[src/rtl/pwm_counter_ctrl.sv]
// rtl/pwm_counter_ctrl.sv - sequencing controller for the PWM period counter
// Shadowed settings are applied only at START or at a counted wrap.
module pwm_counter_ctrl #(
  parameter logic [15:0] RST_PERIOD   = 16'hFFFF,
  parameter logic [7:0]  RST_PRESCALE = 8'h00
) (
  input  logic        clk,
  input  logic        rst_n,
  input  logic        cfg_wr,
  input  logic [15:0] cfg_period,
  input  logic [7:0]  cfg_prescale,
  input  logic        cfg_upnotdown,
  input  logic        cmd_start,
  input  logic        cmd_stop,
  input  logic        oneshot_en,
  input  logic [7:0]  repeat_cnt,
  input  logic [15:0] count_val,
  output logic        ctr_en,
  output logic        ctr_count_reset,
  output logic [15:0] ctr_period,
  output logic [7:0]  ctr_prescale,
  output logic        ctr_upnotdown,
  output logic        period_evt,
  output logic        done,
  output logic        busy,
  output logic        update_pending
);

  typedef enum logic [1:0] {
    IDLE  = 2'd0,
    START = 2'd1,
    RUN   = 2'd2
  } state_t;

  state_t      r_state;
  state_t      w_state_nxt;

  logic [15:0] r_shadow_period;
  logic [7:0]  r_shadow_prescale;
  logic        r_shadow_updn;
  logic [15:0] r_act_period;
  logic [7:0]  r_act_prescale;
  logic        r_act_updn;
  logic        r_update_pending;

  logic [15:0] r_prev_count;
  logic        r_first_run;
  logic        r_first_mask;
  logic        r_os_en;
  logic [7:0]  r_remaining;

  logic        r_ctr_en;
  logic        r_ctr_count_reset;
  logic        r_period_evt;
  logic        r_done;
  logic        r_busy;

  logic [15:0] w_cfg_period;
  logic [15:0] w_period_m1;
  logic        w_new_dir;
  logic        w_up_wrap;
  logic        w_dn_wrap;
  logic        w_raw_wrap;
  logic        w_wrap_evt;
  logic        w_enter_start;
  logic        w_os_done;
  logic        w_apply;

  assign w_cfg_period = (cfg_period < 16'd2) ? 16'd2 : cfg_period;
  assign w_period_m1  = r_act_period - 16'd1;
  assign w_new_dir    = r_update_pending ? r_shadow_updn : r_act_updn;

  // The first RUN cycle compares against a stale prev_count, so it is ignored.
  assign w_up_wrap  = (r_prev_count == w_period_m1) && (count_val == 16'd0);
  assign w_dn_wrap  = (r_prev_count == 16'd0) && (count_val == w_period_m1);
  assign w_raw_wrap = (r_state == RUN) && !r_first_run &&
                      (r_act_updn ? w_up_wrap : w_dn_wrap);
  assign w_wrap_evt = w_raw_wrap && !r_first_mask;
  assign w_apply    = r_update_pending && (w_enter_start || w_wrap_evt);

  always_comb begin
    w_state_nxt   = r_state;
    w_enter_start = 1'b0;
    w_os_done     = 1'b0;
    case (r_state)
      IDLE: begin
        if (cmd_start && !cmd_stop) begin
          w_state_nxt   = START;
          w_enter_start = 1'b1;
        end
      end
      START: begin
        w_state_nxt = RUN;
      end
      RUN: begin
        if (cmd_stop) begin
          w_state_nxt = IDLE;
        end else if (cmd_start) begin
          w_state_nxt   = START;
          w_enter_start = 1'b1;
        end else if (w_wrap_evt && r_os_en && (r_remaining == 8'd1)) begin
          w_state_nxt = IDLE;
          w_os_done   = 1'b1;
        end
      end
      default: begin
        w_state_nxt = IDLE;
      end
    endcase
  end

  always_ff @(posedge clk) begin
    if (!rst_n) begin
      r_state <= IDLE;
    end else begin
      r_state <= w_state_nxt;
    end
  end

  always_ff @(posedge clk) begin
    if (!rst_n) begin
      r_shadow_period   <= RST_PERIOD;
      r_shadow_prescale <= RST_PRESCALE;
      r_shadow_updn     <= 1'b1;
      r_act_period      <= RST_PERIOD;
      r_act_prescale    <= RST_PRESCALE;
      r_act_updn        <= 1'b1;
      r_update_pending  <= 1'b0;
      r_prev_count      <= 16'd0;
      r_first_run       <= 1'b0;
      r_first_mask      <= 1'b0;
      r_os_en           <= 1'b0;
      r_remaining       <= 8'd0;
      r_ctr_en          <= 1'b0;
      r_ctr_count_reset <= 1'b0;
      r_period_evt      <= 1'b0;
      r_done            <= 1'b0;
      r_busy            <= 1'b0;
    end else begin
      r_prev_count      <= count_val;
      r_first_run       <= (r_state == START);
      r_ctr_en          <= (w_state_nxt == RUN);
      r_ctr_count_reset <= (w_state_nxt == START) || w_os_done;
      r_period_evt      <= w_wrap_evt;
      r_done            <= w_os_done;
      r_busy            <= (w_state_nxt != IDLE);

      if (w_apply) begin
        r_act_period     <= r_shadow_period;
        r_act_prescale   <= r_shadow_prescale;
        r_act_updn       <= r_shadow_updn;
        r_update_pending <= 1'b0;
      end
      // A write landing on an apply cycle stays pending for the next boundary.
      if (cfg_wr) begin
        r_shadow_period   <= w_cfg_period;
        r_shadow_prescale <= cfg_prescale;
        r_shadow_updn     <= cfg_upnotdown;
        r_update_pending  <= 1'b1;
      end

      if (w_enter_start) begin
        r_os_en      <= oneshot_en && (repeat_cnt != 8'd0);
        r_remaining  <= repeat_cnt;
        r_first_mask <= ~w_new_dir;
      end else begin
        if (w_wrap_evt && (r_remaining != 8'd0)) begin
          r_remaining <= r_remaining - 8'd1;
        end
        if (w_raw_wrap && r_first_mask) begin
          r_first_mask <= 1'b0;
        end
      end
    end
  end

  assign ctr_en          = r_ctr_en;
  assign ctr_count_reset = r_ctr_count_reset;
  assign ctr_period      = r_act_period;
  assign ctr_prescale    = r_act_prescale;
  assign ctr_upnotdown   = r_act_updn;
  assign period_evt      = r_period_evt;
  assign done            = r_done;
  assign busy            = r_busy;
  assign update_pending  = r_update_pending;

endmodule
[config.mk]
export PLATFORM = sky130hd
export DESIGN_NAME = pwm_counter_ctrl
export DESIGN_NICKNAME = d
export VERILOG_FILES = /design/src/rtl/pwm_counter_ctrl.sv
export SDC_FILE = /design/constraint.sdc
export NUM_CORES = 1
export LEC_CHECK = 0
export BUFFER_PORTS_ARGS = -buffer_cell sky130_fd_sc_hd__buf_2
export CAP_MARGIN = 20
export CORE_UTILIZATION = 30
export CTS_CLUSTER_SIZE = 14
export DETAILED_ROUTE_END_ITERATION = 7
export PLACE_DENSITY = 0.59
export SKIP_CTS_REPAIR_TIMING = 1
export SLEW_MARGIN = 20
export SYNTH_ARGS = -nofsm -noshare
export SYNTH_HDL_FRONTEND = slang
export SYNTH_SLANG_ARGS = --single-unit
[constraint.sdc]
create_clock -name clk -period 4.8 [get_ports clk]
set_clock_uncertainty 0.2 [all_clocks]
set_input_delay 1.2 -clock clk [delete_from_list [all_inputs] [get_ports clk]]
set_output_delay 1.2 -clock clk [all_outputs]
set_load 0.01 [all_outputs]
==> flow_summary_export.csv, run 1 <==
group,metric,value,unit
outcome,status,"completed",
power,power.density,293,nW/um2
route,num_vias,4479,
sta,tightest_slew,804,ps
route,first_pass_iters,5,
yosys,ys_ff_latch,85,
placement,dpl_cell_area,5330,um2
yosys,synthMuxAreaShare,9.86,%
yosys,syn_area_per_cell,8.46,um2
route,drt_wl_total,14.0,mm
route,drtAntennaViolNets,0,
hold_path,hp-start,"ctr_prescale[2]",
setup_path,reg2reg_depth,10,
yosys,netlist_area,4770,um2
floorplan,ios,86,
power,ir_drop,0.000183,V
floorplan,fp-row-count,45,
grt,grt_pass1_wl,22.5,mm
route,wl_per_cell,16.6,um
setup_path,crit_path_start_kind,"flop",
sta,setup_tns,0,ps
yosys,synth-edff-count,0,
final_layout,syn2layout_area_growth,17.8,%
yosys,synth.distinct_cells,60,
route,drt-initial-drc-count,334,
clocking,clk_pin_slew_worst_paths,70,ps
route,vias_per_cell,5.31,
final_layout,antenna_cells,0,
clocking,clkLatencyLatePin,350,ps
yosys,synth-simple-area-share,29.8,%
floorplan,coreArea,15400,um2
yosys,synthAdderAreaFrac,0.787,%
power,p_leak,2.16,nW
yosys,synth_top_family_by_area,"simple AND/OR/NAND/NOR gates",
route,drcViolationCount,0,
grt,antenna_found_initial,0,
hold_path,hold_end,"ctr_prescale[2]",
final_layout,instances_no_fill,843,
yosys,ys.flop_type,"dfxtp_1",
sta,slew_headroom,46.3,%
setup_path,crit_path_end_kind,"flop",
grt,grt.total_usage,17.7,%
setup_path,timing.rr.start,"ctr_period[0]",
final_layout,drive_gt1_share,18.8,%
grt,grt_pass1_vias,4252,
sta,setup_viol,0,
final_layout,final_core_util,36.6,%
hold_path,hold_class,"flop to flop",
yosys,synth_compound_area_share,11.5,%
placement,gp_congestion,0.878,
placement,portBuffers,85,
final_layout,stdcell_area,5620,um2
yosys,yosysWarnings,0,
placement,hpwlAfterDp,10.4,mm
setup_path,reg2reg_to,"ctr_period[2]",
sta,period_minus_slack,4190,ps
setup_path,path_max_fanout,25,
clocking,clockBufferDepth,2,
yosys,async_flop_share,0,%
clocking,clockRootBuffer,"clkbuf_16",
job,maxCapViolCount,0,
floorplan,initial_utilization,31.0,%
setup_path,required,4860,ps
clocking,cts.sinks,85,
yosys,synth_xor_area_share,7.94,%
yosys,synth_cells,564,
clocking,cts_buffers,9,
sta,hold_viol,0,
sta,maxSlewViolCount,0,
yosys,syn-num-nets,622,
grt,overflow,0,
yosys,synth_seq_area_share,35.7,%
hold_path,whs_path_depth,2,
sta,post-route-period-util,87.3,%
setup_path,ff2ff_setup_slack,610,ps
setup_path,cp.arrival,4250,ps
floorplan,die_w,128,um
setup_path,crit_type,"flop to flop",
floorplan,die_h,128,um
grt,grt_max_degree,58,
clocking,htree_levels,3,
clocking,tritoncts,"built",
floorplan,die_area,16400,um2
sta,rsz0062_at_grt,"false",
sta,fmax,0.239,GHz
final_layout,register_area,1700,um2
final_layout,multiInputGateArea,2860,um2
final_layout,nets,685,
sta,fin_hold_ws,259,ps
final_layout,final.fill_count,1581,
placement,dp.cells,827,
cell usage after synthesis (3+ instances only):
cell type,instances,area [um2]
nor2b_1,5,31.3
a311oi_1,4,35.0
nor3_1,14,70.1
o2111ai_1,4,35.0
nor2_1,68,255
nand3_1,23,115
o21ai_0,13,65.1
nand2b_1,8,50.1
nor4b_1,5,43.8
o41ai_1,3,26.3
and2_1,18,113
nand4_1,18,113
xnor3_1,4,90.1
a21oi_1,12,60.1
inv_1,13,48.8
a221o_1,4,40.0
xor2_1,15,131
o31ai_1,4,30.0
o211ai_1,7,52.6
a211oi_1,6,45.0
clkbuf_1,29,109
nor3b_1,4,30.0
nor4_2,3,37.5
xnor2_1,18,158
or4_1,4,30.0
dfxtp_1,85,1700
and3_1,4,25.0
nand3b_1,6,45.0
ha_1,3,37.5
nor4_1,21,131
mux2i_1,47,470
a31oi_1,4,25.0
nand2_1,48,180
or3_1,6,37.5
cell usage in the layout (no fill, tap or decap), drive strengths merged, types with 5 or more instances in the layout:
master,netlist,final
nor2,68,68
a211oi,6,6
nor2b,5,5
a21oi,12,12
or4,6,6
nand2b,8,8
nor4b,5,5
buf,8,89
xnor2,18,18
nand3,24,24
nand3b,6,6
nand2,48,48
o21ai,14,14
o211ai,7,7
nor3,14,14
nor4,25,25
clkbuf,29,10
mux2i,47,47
xor2,15,15
dfxtp,85,85
inv,13,16
or3,6,6
nand4,18,18
and2,18,18
worst max-delay path, cell delays in order, from the launching register on:
cell and delay, ps:
dfxtp_1 400, inv_1 100, ha_1 260, or4b_1 680, nor4_2 610, xnor3_1 230
o2111ai_1 140, nor4_2 430, nand4_1 200, nand3_2 590, mux2i_1 270
report_power, final:
group          internal (mW)  switching, mW
clock                  0.375          0.320
combinational         0.0809          0.105
sequential             0.735         0.0280
per-layer routing:
metal,GRT usage [%],routed length [um],vias up
li1,-,-,2169
met3,3.76,978,28
met5,0,0,-
met4,9.07,442,0
met1,22.8,6290,2119
met2,27.9,6300,163
metrics by stage:
step                      power (mW)  setup slack [ps]
after floorplan                0.893              1390
after global placement         0.961               796
after detailed placement       0.963               669
after CTS                       1.66               634
after global routing            1.71               371
final                           1.64               611
sequential cells by signal, summed over array words and instances, names as in the netlist:
register and cells:
r_remaining 8, r_prev_count 16, r_state 2, r_shadow_updn 1, ctr_upnotdown 1, update_pending 1
r_shadow_prescale 8, ctr_prescale 8, busy 1, period_evt 1, r_first_run 1, ctr_en 1
ctr_count_reset 1, r_os_en 1, ctr_period 16, r_shadow_period 16, done 1, r_first_mask 1
cells by family after synthesis:
kind of cell    after synthesis
fa+ha+maj                     3
simple gates                266
xor+xnor                     37
buf+inv                      50
flops                        85
mux                          47
compound gates               76
cell type report:
type / instances / area share [%]
clock inverter: 6 / 0.979
multi-input combinational: 429 / 50.8
timing repair buffer: 89 / 8.10
clock buffer: 10 / 4.25
sequential: 85 / 30.3
tap: 211 / 4.70
inverter: 13 / 0.868
worst max-delay path by stage:
stage	slack, ps	startpoint	cells past startpoint	to
2_1_floorplan	1390	ctr_period[0]	13	ctr_period[0]
3_3_place_gp	800	count_val[5]	9	ctr_period[0]
3_5_place_dp	670	ctr_period[0]	10	ctr_prescale[3]
4_1_cts	630	ctr_period[0]	10	ctr_period[2]
5_1_grt	370	ctr_period[0]	10	ctr_prescale[1]
6_report	610	ctr_period[0]	10	ctr_period[2]
Power figures use the tool's default switching activity.
==> run 2: changes to the inputs <==
--- a/config.mk
+++ b/config.mk
@@ -7,12 +7,13 @@
 export LEC_CHECK = 0
 export BUFFER_PORTS_ARGS = -buffer_cell sky130_fd_sc_hd__buf_2
 export CAP_MARGIN = 20
-export CORE_UTILIZATION = 30
+export CORE_UTILIZATION = 25
 export CTS_CLUSTER_SIZE = 14
 export DETAILED_ROUTE_END_ITERATION = 7
-export PLACE_DENSITY = 0.59
+export PLACE_DENSITY = 0.55
 export SKIP_CTS_REPAIR_TIMING = 1
 export SLEW_MARGIN = 20
 export SYNTH_ARGS = -nofsm -noshare
 export SYNTH_HDL_FRONTEND = slang
 export SYNTH_SLANG_ARGS = --single-unit
+export TNS_END_PERCENT = 20
==> constraint.sdc (replaced) <==
create_clock -name clk -period 3.5 [get_ports clk]
set_clock_uncertainty 0.2 [all_clocks]
set_input_delay 0.875 -clock clk [delete_from_list [all_inputs] [get_ports clk]]
set_output_delay 0.875 -clock clk [all_outputs]
set_load 0.01 [all_outputs]
==> run 2 against run 1 <==
Die area rose by 20%. Worst setup slack got worse by 340 ps. The flow now finishes with violations (DRC). Final area rose by 5.1%. Routed wire length rose by 2.9%. Largest cell class unchanged. Non-clock buffer count rose by 26. Via count fell by 0.25%. Global-route usage fell by 2.5 points. Power rose by 41%. Sequential power rose by 36%. Clock power rose by 45%. Cell count rose by 5.8%.
==> flow_summary_export.csv, run 2 (synthesis gave the netlist of run 1 again) <==
group,metric,value,unit
route,drtAntennaViolNets,0,
power,switching_share,25.0,%
route,drcViolationCount,1,
power,power.density,393,nW/um2
floorplan,die_area,19600,um2
setup_path,reg2reg_depth,11,
hold_path,hold_end,"ctr_prescale[5]",
clocking,cts.sinks,85,
power,pwr-share-clk,43.5,%
setup_path,critPathSlowestCell,"or4b_4",
floorplan,fp-row-count,50,
placement,portBuffers,85,
sta,tightest_slew,551,ps
outcome,violations,"DRC",
sta,maxSlewViolCount,0,
sta,setup_viol,0,
power,p_total,2.32,mW
grt,grt_pass1_vias,4205,
sta,post-route-period-util,92.2,%
setup_path,ff2ff_setup_slack,270,ps
setup_path,critPathMostFrequentCell,"mux2i_1",
grt,overflow,0,
grt,grt_pass1_wl,23.3,mm
clocking,tritoncts,"built",
final_layout,antenna_cells,0,
outcome,status,"finished, violations left",
hold_path,hold_class,"flop to flop",
route,num_vias,4468,
final_layout,final.fill_count,1946,
setup_path,crit_type,"flop to flop",
setup_path,cp_cell_sequence,"inv_1 -> ha_1 -> or4b_4 -> o31ai_1 -> mux2i_1 -> and4bb_2 -> and2_1 -> a32oi_2 -> buf_4 -> mux2i_1 -> o311a_1",
grt,grt_max_degree,57,
final_layout,instances_no_fill,892,
setup_path,crit_path_start_kind,"flop",
sta,period_minus_slack,3230,ps
setup_path,crit_path_end_kind,"flop",
floorplan,die_h,140,um
hold_path,hp-start,"ctr_prescale[5]",
clocking,clkLatencyLatePin,340,ps
sta,fmax,0.310,GHz
power,ir_drop,0.000210,V
final_layout,syn2layout_area_growth,23.8,%
route,first_pass_iters,7,
setup_path,timing.rr.start,"ctr_period[0]",
route,wl_per_cell,16.2,um
floorplan,ios,86,
final_layout,nets,711,
placement,dp.cells,876,
sta,slew_headroom,62.9,%
setup_path,path_delay_family,"simple AND/OR/NAND/NOR gates",
clocking,clockRootBuffer,"clkbuf_16",
floorplan,coreArea,18700,um2
clocking,clk_pin_slew_worst_paths,60,ps
floorplan,initial_utilization,25.5,%
job,maxCapViolCount,0,
power,pwr-share-seq,44.9,%
setup_path,required,3590,ps
clocking,cts_buffers,9,
sta,hold_viol,0,
power,p_leak,2.31,nW
floorplan,die_w,140,um
power,switchingPower,581,uW
clocking,clockBufferDepth,2,
grt,antenna_found_initial,0,
grt,grt.total_usage,15.2,%
setup_path,cp.arrival,3310,ps
final_layout,drive_gt1_share,22.0,%
setup_path,crit_cells,11,
power,combPwrFrac,11.6,%
final_layout,layout_common_cells,"dfxtp_1, buf_2, nor2_1",
sta,setup_tns,0,ps
sta,rsz0062_at_grt,"false",
placement,gp_congestion,0.896,
clocking,htree_levels,3,
hold_path,whs_path_depth,2,
setup_path,path_max_fanout,11,
power,internal_power,1.74,mW
setup_path,crit_buf_inv,2,
setup_path,worst_path_largest_cell_delay,570,ps
route,vias_per_cell,5.01,
placement,hpwlAfterDp,10.9,mm
route,drt-initial-drc-count,310,
setup_path,reg2reg_to,"r_remaining[6]",
route,drt_wl_total,14.4,mm
## run 2: cell types whose count changed in the layout (fill, tap and decap cells not counted), sizes merged
cell	before	now
inv	16	13
clkinv	3	1
clkbuf	10	14
bufinv	0	1
buf	89	115
## run 2: area by class of cell
| cell class | count | area, um2 | area share, % |
|---|---|---|---|
| Clock inverter | 2 | 38.8 | 0.656 |
| Inverter | 13 | 48.8 | 0.826 |
| Tap cell | 234 | 293 | 4.95 |
| Multi-Input combinational cell | 429 | 2880 | 48.7 |
| Sequential cell | 85 | 1700 | 28.8 |
| Timing Repair Buffer | 115 | 676 | 11.4 |
| Clock buffer | 14 | 274 | 4.64 |
## run 2: layer usage
| layer | vias up | share of wire [%] | global-route usage (%) |
|---|---|---|---|
| met5 | - | 0 | 0 |
| met1 | 2073 | 48 | 20.7 |
| li1 | 2226 | - | - |
| met2 | 150 | 44 | 23.1 |
| met4 | 0 | 1.8 | 7.00 |
| met3 | 19 | 6.5 | 2.91 |
## run 2: worst max path at each step
stage | startpoint | slack, ps | endpoint
3_5_place_dp | ctr_period[0] | 60 | ctr_prescale[7]
3_3_place_gp | count_val[1] | 100 | update_pending
4_1_cts | ctr_period[0] | 20 | ctr_upnotdown
5_1_grt | ctr_period[6] | 50 | r_remaining[4]
2_1_floorplan | ctr_period[0] | 90 | ctr_period[0]
6_report | ctr_period[0] | 270 | r_remaining[6]
## run 2: per-stage QoR
step	setup slack, ps	area (um2)	utilization, %	hold WS, ps
final	275	5910	31.6	258
after global routing	47.4	5910	31.6	278
after CTS	23.3	5890	31.5	258
after detailed placement	61.6	5580	29.8	247
after global placement	95.3	5580	29.8	246
after floorplan	89.4	4770	-	230
## run 2: worst register-to-register path: cells and delay by family (launching register included)
kind / cells / cell delay, ps
flops: 1 / 310
compound gates: 3 / 740
buf+inv: 2 / 260
simple gates: 3 / 1020
fa+ha+maj: 1 / 160
mux: 2 / 480
## run 2: power groups by stage
| stage | clock network (mW) | logic, mW | registers [mW] |
|---|---|---|---|
| after global placement | 0 | 0.267 | 1.06 |
| after CTS | 1.03 | 0.268 | 1.04 |
| after floorplan | 0 | 0.169 | 1.06 |
| after global routing | 1.08 | 0.298 | 1.05 |
| final | 1.01 | 0.269 | 1.04 |
| after detailed placement | 0 | 0.267 | 1.06 |
